### config.mk
export PLATFORM = sky130hd
export DESIGN_NAME = fetch_ctrl
export DESIGN_NICKNAME = d
export VERILOG_FILES = /design/src/rtl/fetch_ctrl_pkg.sv /design/src/rtl/fetch_ctrl_npc_mux.sv /design/src/rtl/fetch_ctrl.sv
export SDC_FILE = /design/constraint.sdc
export NUM_CORES = 1
export LEC_CHECK = 0
export CAP_MARGIN = 20
export CORE_AREA = 2 2 158 129
export DETAILED_ROUTE_END_ITERATION = 10
export DIE_AREA = 0 0 160 131
export PLACE_DENSITY = 0.88
export SYNTH_ARGS = -nofsm -noshare
export SYNTH_HDL_FRONTEND = slang
export SYNTH_HIERARCHICAL = 1
export SYNTH_SLANG_ARGS = --single-unit
export TNS_END_PERCENT = 1
### constraint.sdc
create_clock -name clk -period 3.53 [get_ports clk]
set_clock_uncertainty 0.15 [all_clocks]
set_input_delay 1.059 -clock clk [delete_from_list [all_inputs] [get_ports clk]]
set_output_delay 1.059 -clock clk [all_outputs]
set_load 0.01 [all_outputs]
### src/rtl/fetch_ctrl_pkg.sv
// Shared types and constants for the instruction-fetch sequencer.
package fetch_ctrl_pkg;

    localparam int PC_W    = 32;
    localparam int INSTR_W = 32;

    localparam logic [INSTR_W-1:0] ZEROWORD       = '0;
    localparam logic [PC_W-1:0]    DEF_RESET_PC   = 32'h0000_0000;
    localparam logic [PC_W-1:0]    DEF_EXC_VECTOR = 32'h0000_0380;

    typedef enum logic [1:0] {
        ST_BOOT  = 2'd0,
        ST_FETCH = 2'd1,
        ST_HOLD  = 2'd2,
        ST_DRAIN = 2'd3
    } fetch_state_e;

    function automatic logic [PC_W-1:0] word_align(input logic [PC_W-1:0] a);
        return a & ~(PC_W'(3));
    endfunction

endpackage

### src/rtl/fetch_ctrl_npc_mux.sv
// Next-PC select: exception > branch > jump > sequential, result word aligned.
module npc_mux
    import fetch_ctrl_pkg::*;
#(
    parameter logic [PC_W-1:0] EXC_VECTOR = DEF_EXC_VECTOR
) (
    input  logic            exc_i,
    input  logic            branch_taken_i,
    input  logic [PC_W-1:0] branch_target_i,
    input  logic            jump_i,
    input  logic [PC_W-1:0] jump_target_i,
    input  logic [PC_W-1:0] pc_i,
    output logic            redirect_o,
    output logic [PC_W-1:0] npc_o
);

    logic [PC_W-1:0] raw;

    always_comb begin
        raw        = pc_i + PC_W'(4);
        redirect_o = exc_i | branch_taken_i | jump_i;
        if (exc_i) begin
            raw = EXC_VECTOR;
        end else if (branch_taken_i) begin
            raw = branch_target_i;
        end else if (jump_i) begin
            raw = jump_target_i;
        end
        npc_o = word_align(raw);
    end

endmodule

### src/rtl/fetch_ctrl.sv
// Instruction-fetch sequencer: owns the PC, drives the imem req/ack port and
// presents one instruction at a time to IF/ID, with a one-entry skid for stalls.
module fetch_ctrl
    import fetch_ctrl_pkg::*;
#(
    parameter logic [PC_W-1:0] RESET_PC   = DEF_RESET_PC,
    parameter logic [PC_W-1:0] EXC_VECTOR = DEF_EXC_VECTOR
) (
    input  logic               clk,
    input  logic               rst,
    input  logic               stall_i,
    input  logic               exc_i,
    input  logic               branch_taken_i,
    input  logic [PC_W-1:0]    branch_target_i,
    input  logic               jump_i,
    input  logic [PC_W-1:0]    jump_target_i,
    output logic               imem_req_o,
    output logic [PC_W-1:0]    imem_addr_o,
    input  logic               imem_ack_i,
    input  logic [INSTR_W-1:0] imem_rdata_i,
    output logic               if_valid_o,
    output logic [PC_W-1:0]    if_pc_o,
    output logic [PC_W-1:0]    if_pc4_o,
    output logic [INSTR_W-1:0] if_instr_o,
    output fetch_state_e       state_dbg_o
);

    // Handshake: imem_req_o is a valid that is never withdrawn and whose
    // imem_addr_o is frozen until the cycle imem_ack_i is seen (ack may come
    // in the first req cycle). IF/ID is consumed when if_valid_o & !stall_i.

    fetch_state_e       state_q, state_d;
    logic [PC_W-1:0]    pc_q, pc_d;
    logic [INSTR_W-1:0] skid_q, skid_d;
    logic               req_d, valid_d;
    logic [PC_W-1:0]    addr_d, ifpc_d, ifpc4_d;
    logic [INSTR_W-1:0] instr_d;
    logic               redirect;
    logic [PC_W-1:0]    npc;

    npc_mux #(.EXC_VECTOR(EXC_VECTOR)) u_npc_mux (
        .exc_i           (exc_i),
        .branch_taken_i  (branch_taken_i),
        .branch_target_i (branch_target_i),
        .jump_i          (jump_i),
        .jump_target_i   (jump_target_i),
        .pc_i            (pc_q),
        .redirect_o      (redirect),
        .npc_o           (npc)
    );

    assign state_dbg_o = state_q;

    always_comb begin
        state_d = state_q;
        pc_d    = pc_q;
        skid_d  = skid_q;
        req_d   = imem_req_o;
        addr_d  = imem_addr_o;
        valid_d = if_valid_o;
        ifpc_d  = if_pc_o;
        ifpc4_d = if_pc4_o;
        instr_d = if_instr_o;

        unique case (state_q)
            ST_BOOT: begin
                state_d = ST_FETCH;
                req_d   = 1'b1;
                addr_d  = pc_q;
            end

            ST_FETCH: begin
                if (redirect) begin
                    valid_d = 1'b0;
                    pc_d    = npc;
                    if (imem_ack_i) begin
                        addr_d = npc;
                    end else begin
                        state_d = ST_DRAIN;
                    end
                end else if (imem_ack_i) begin
                    if (!stall_i || !if_valid_o) begin
                        instr_d = imem_rdata_i;
                        ifpc_d  = pc_q;
                        ifpc4_d = npc;
                        valid_d = 1'b1;
                        pc_d    = npc;
                        addr_d  = npc;
                    end else begin
                        // Slot still occupied: park the word and pause fetching.
                        skid_d  = imem_rdata_i;
                        req_d   = 1'b0;
                        state_d = ST_HOLD;
                    end
                end else if (if_valid_o && !stall_i) begin
                    valid_d = 1'b0;
                end
            end

            ST_HOLD: begin
                if (redirect) begin
                    valid_d = 1'b0;
                    pc_d    = npc;
                    req_d   = 1'b1;
                    addr_d  = npc;
                    state_d = ST_FETCH;
                end else if (!stall_i) begin
                    instr_d = skid_q;
                    ifpc_d  = pc_q;
                    ifpc4_d = npc;
                    valid_d = 1'b1;
                    pc_d    = npc;
                    req_d   = 1'b1;
                    addr_d  = npc;
                    state_d = ST_FETCH;
                end
            end

            ST_DRAIN: begin
                // The outstanding response belongs to a squashed path.
                valid_d = 1'b0;
                if (redirect) begin
                    pc_d = npc;
                end
                if (imem_ack_i) begin
                    addr_d  = redirect ? npc : pc_q;
                    state_d = ST_FETCH;
                end
            end

            default: begin
                state_d = ST_BOOT;
            end
        endcase
    end

    always_ff @(posedge clk) begin
        if (rst) begin
            state_q     <= ST_BOOT;
            pc_q        <= RESET_PC;
            skid_q      <= ZEROWORD;
            imem_req_o  <= 1'b0;
            imem_addr_o <= '0;
            if_valid_o  <= 1'b0;
            if_pc_o     <= '0;
            if_pc4_o    <= '0;
            if_instr_o  <= ZEROWORD;
        end else begin
            state_q     <= state_d;
            pc_q        <= pc_d;
            skid_q      <= skid_d;
            imem_req_o  <= req_d;
            imem_addr_o <= addr_d;
            if_valid_o  <= valid_d;
            if_pc_o     <= ifpc_d;
            if_pc4_o    <= ifpc4_d;
            if_instr_o  <= instr_d;
        end
    end

endmodule
==> flow_metrics.env <==
export IMPL_status="finished clean"
export IMPL_first_pass_iters=6
export IMPL_setup_viol=0
export IMPL_slew_headroom_pct=40.3
export IMPL_syn_inst=1134
export IMPL_rows=46
export IMPL_antenna_found_initial=1
export IMPL_clkTransAtPathRegs_ns=0.07
export IMPL_drtIter0Drc=1065
export IMPL_num_nets_final=1422
export IMPL_clkLatencyLatePin_ns=0.45
export IMPL_port_buffers=230
export IMPL_peakVddDrop_v=0.000357
export IMPL_ios=235
export IMPL_cp_required_ns=3.74
export IMPL_netlist_area_um2=9500
export IMPL_cap_violations=0
export IMPL_path_class="in -> reg"
export IMPL_clockBufferDepth=2
export IMPL_hold_class="reg -> reg"
export IMPL_end_kind="register"
export IMPL_postRouteAntennaNets=0
export IMPL_cts_sinks=196
export IMPL_fmax_mhz=318
export IMPL_tritoncts="done"
export IMPL_grt_overflow=0
export IMPL_place_area_um2=12000
export IMPL_fin_setup_tns_ns=0
export IMPL_synth_seq_area_share_pct=41.3
export IMPL_cts_hold_buf=0
export IMPL_area_growth_pct=33.0
export IMPL_synthDistinctLibCells=62
export IMPL_whs_ns=0.307
export IMPL_cts_htree_levels=4
export IMPL_cp_start_kind="primary input"
export IMPL_cp_max_fo=9
export IMPL_crit_arrival_ns=3.35
export IMPL_vias=9628
export IMPL_hpwl_um=20600
export IMPL_p_per_area_nw_per_um2=431
export IMPL_fin_crit_ns=3.14
export IMPL_gp_congestion=0.889
export IMPL_rsz0062_at_grt="no"
export IMPL_die_area_um2=21000
export IMPL_routed_wl_um=30900
export IMPL_drive_above_1_share_pct=7.03
export IMPL_finalCritPeriodShare_pct=89.0
export IMPL_fin_area_um2=12600
export IMPL_cts_made_buffers=17
export IMPL_die_w_um=160
export IMPL_cts_resized=0
export IMPL_cts_setup_buffers=0
export IMPL_avgSynthCellArea_um2=8.38
export IMPL_final_hold_violation_count=0
export IMPL_post_place_cells=1555
export IMPL_yosys_warnings=6
export IMPL_post_route_drc_count=0
export IMPL_die_h_um=131
export IMPL_async_flop_share_pct=0
export IMPL_initial_core_util_pct=48.8
export IMPL_layout_commonest_cell="clkdlybuf4s50_1"
export IMPL_coreArea_um2=19500
export IMPL_total_leakage_power_nw=4.22
export IMPL_finalNonFillerCells=1588
export IMPL_maxSlewViolCount=0
export IMPL_synth_edff_count=0
export IMPL_cts_root_buf="clkbuf_16"
export IMPL_grtUsageTotal_pct=28.7
export IMPL_post_drt_wl_per_cell_um=19.4
export IMPL_tightest_slew_ns=0.893
export IMPL_via_per_inst=6.06
export IMPL_ys_ff_latch=196
export IMPL_mostFrequentLayoutCells="229 x clkdlybuf4s50_1, 196 x dfxtp_1, 149 x a21oi_1, 82 x nand2_1, 78 x o21ai_0"
export IMPL_grt_max_degree=89
export IMPL_grt_pass1_wl_um=48000
export IMPL_grt_pass1_vias=9036
export IMPL_synth_ff_type="dfxtp_1"
[per-layer routing]
layer	vias to the layer above	GRT usage [%]	wire [um]
met5	-	0	0
met4	0	12.4	1070
met3	82	9.34	3380
met2	520	45.8	13900
met1	4594	36.0	12500
li1	4432	-	-
[power by group]
group	switching [W]	internal, W
sequential	0.0000914	0.00230
combinational	0.000556	0.000456
clock	0.000968	0.00108
[cell families after synthesis]
group                    after synthesis  share of synthesized area, %
AO/OA/AOI/OAI                        334                          21.0
XOR/XNOR                              19                          1.75
adder cells (fa/ha/maj)                9                          1.19
buffers and inverters                123                          6.04
flip-flops                           196                          41.3
multiplexers                          74                          7.84
other                                  1                        0.0395
AND/OR/NAND/NOR                      378                          20.8
[critical path, cell delays in order]
cell	delay [ns]
clkdlybuf4s50_1	0.56
clkinv_1	0.22
nand2_1	0.39
o22ai_1	0.19
a211oi_1	0.54
a221oi_1	0.15
nor3_1	0.22
[registers in the layout, summed over array words and instances, names as in the netlist]
name,count
if_instr_o,32
if_pc4_o,32
if_pc_o,32
imem_addr_o,32
pc_q,32
skid_q,32
state_dbg_o,2
if_valid_o,1
imem_req_o,1
[final timing paths]
path	from	slack [ns]	to	cells past startpoint
setup / recovery	branch_taken_i	0.39	imem_addr_o[21]	7
hold / removal	skid_q[3]	0.31	skid_q[3]	2
setup reg to reg	pc_q[13]	0.61	imem_addr_o[29]	7
hold reg to reg	skid_q[3]	0.31	skid_q[3]	2
[stage by stage]
step / setup WS, ns / util (%) / total power (W)
finish: 0.389 / 65.0 / 0.00545
global route: 0.275 / 65.0 / 0.00563
CTS: 0.486 / 65.0 / 0.00544
detailed placement: 0.0603 / 61.8 / 0.00342
global placement: 0.0884 / 61.8 / 0.00340
floorplan: 0.489 / - / 0.00298
[cells in the mapped netlist, types with 2 or more instances]
library cell	number	area share, %
nand4_1	11	0.72
and4_1	7	0.65
a211oi_1	39	3.1
nand2_1	83	3.3
o31a_1	2	0.18
nand3_1	74	3.9
nor4_1	5	0.33
o21ai_0	78	4.1
nor3_2	6	0.63
and2_1	2	0.13
and3_1	5	0.33
nor2b_1	4	0.26
inv_1	8	0.32
or2_1	2	0.13
o21a_1	3	0.24
mux2i_1	73	7.7
o22ai_1	12	0.79
buf_6	5	0.59
a311oi_1	2	0.18
buf_2	25	1.3
ha_1	9	1.2
or3_1	4	0.26
nor3_1	41	2.2
a21oi_1	149	7.8
xnor2_1	17	1.6
clkbuf_1	67	2.6
buf_4	6	0.47
nand2b_1	70	4.6
a22oi_1	6	0.47
dfxtp_1	196	41
xor2_1	2	0.18
a221oi_1	32	2.9
clkbuf_2	4	0.21
a222oi_1	2	0.21
nor2_1	50	2.0
nand4b_1	2	0.18
buf_1	5	0.20
a31oi_1	2	0.13
[area by class of cell]
cell class / instances / area, um2
multi-input combinational: 816 / 5020
fill: 1592 / 6810
clock inverter: 15 / 193
sequential: 196 / 3920
tap: 264 / 330
inverter: 10 / 38.8
timing repair buffer: 269 / 2710
antenna: 1 / 2.50
clock buffer: 17 / 425
Note: power is estimated with default switching activity, not from simulation.
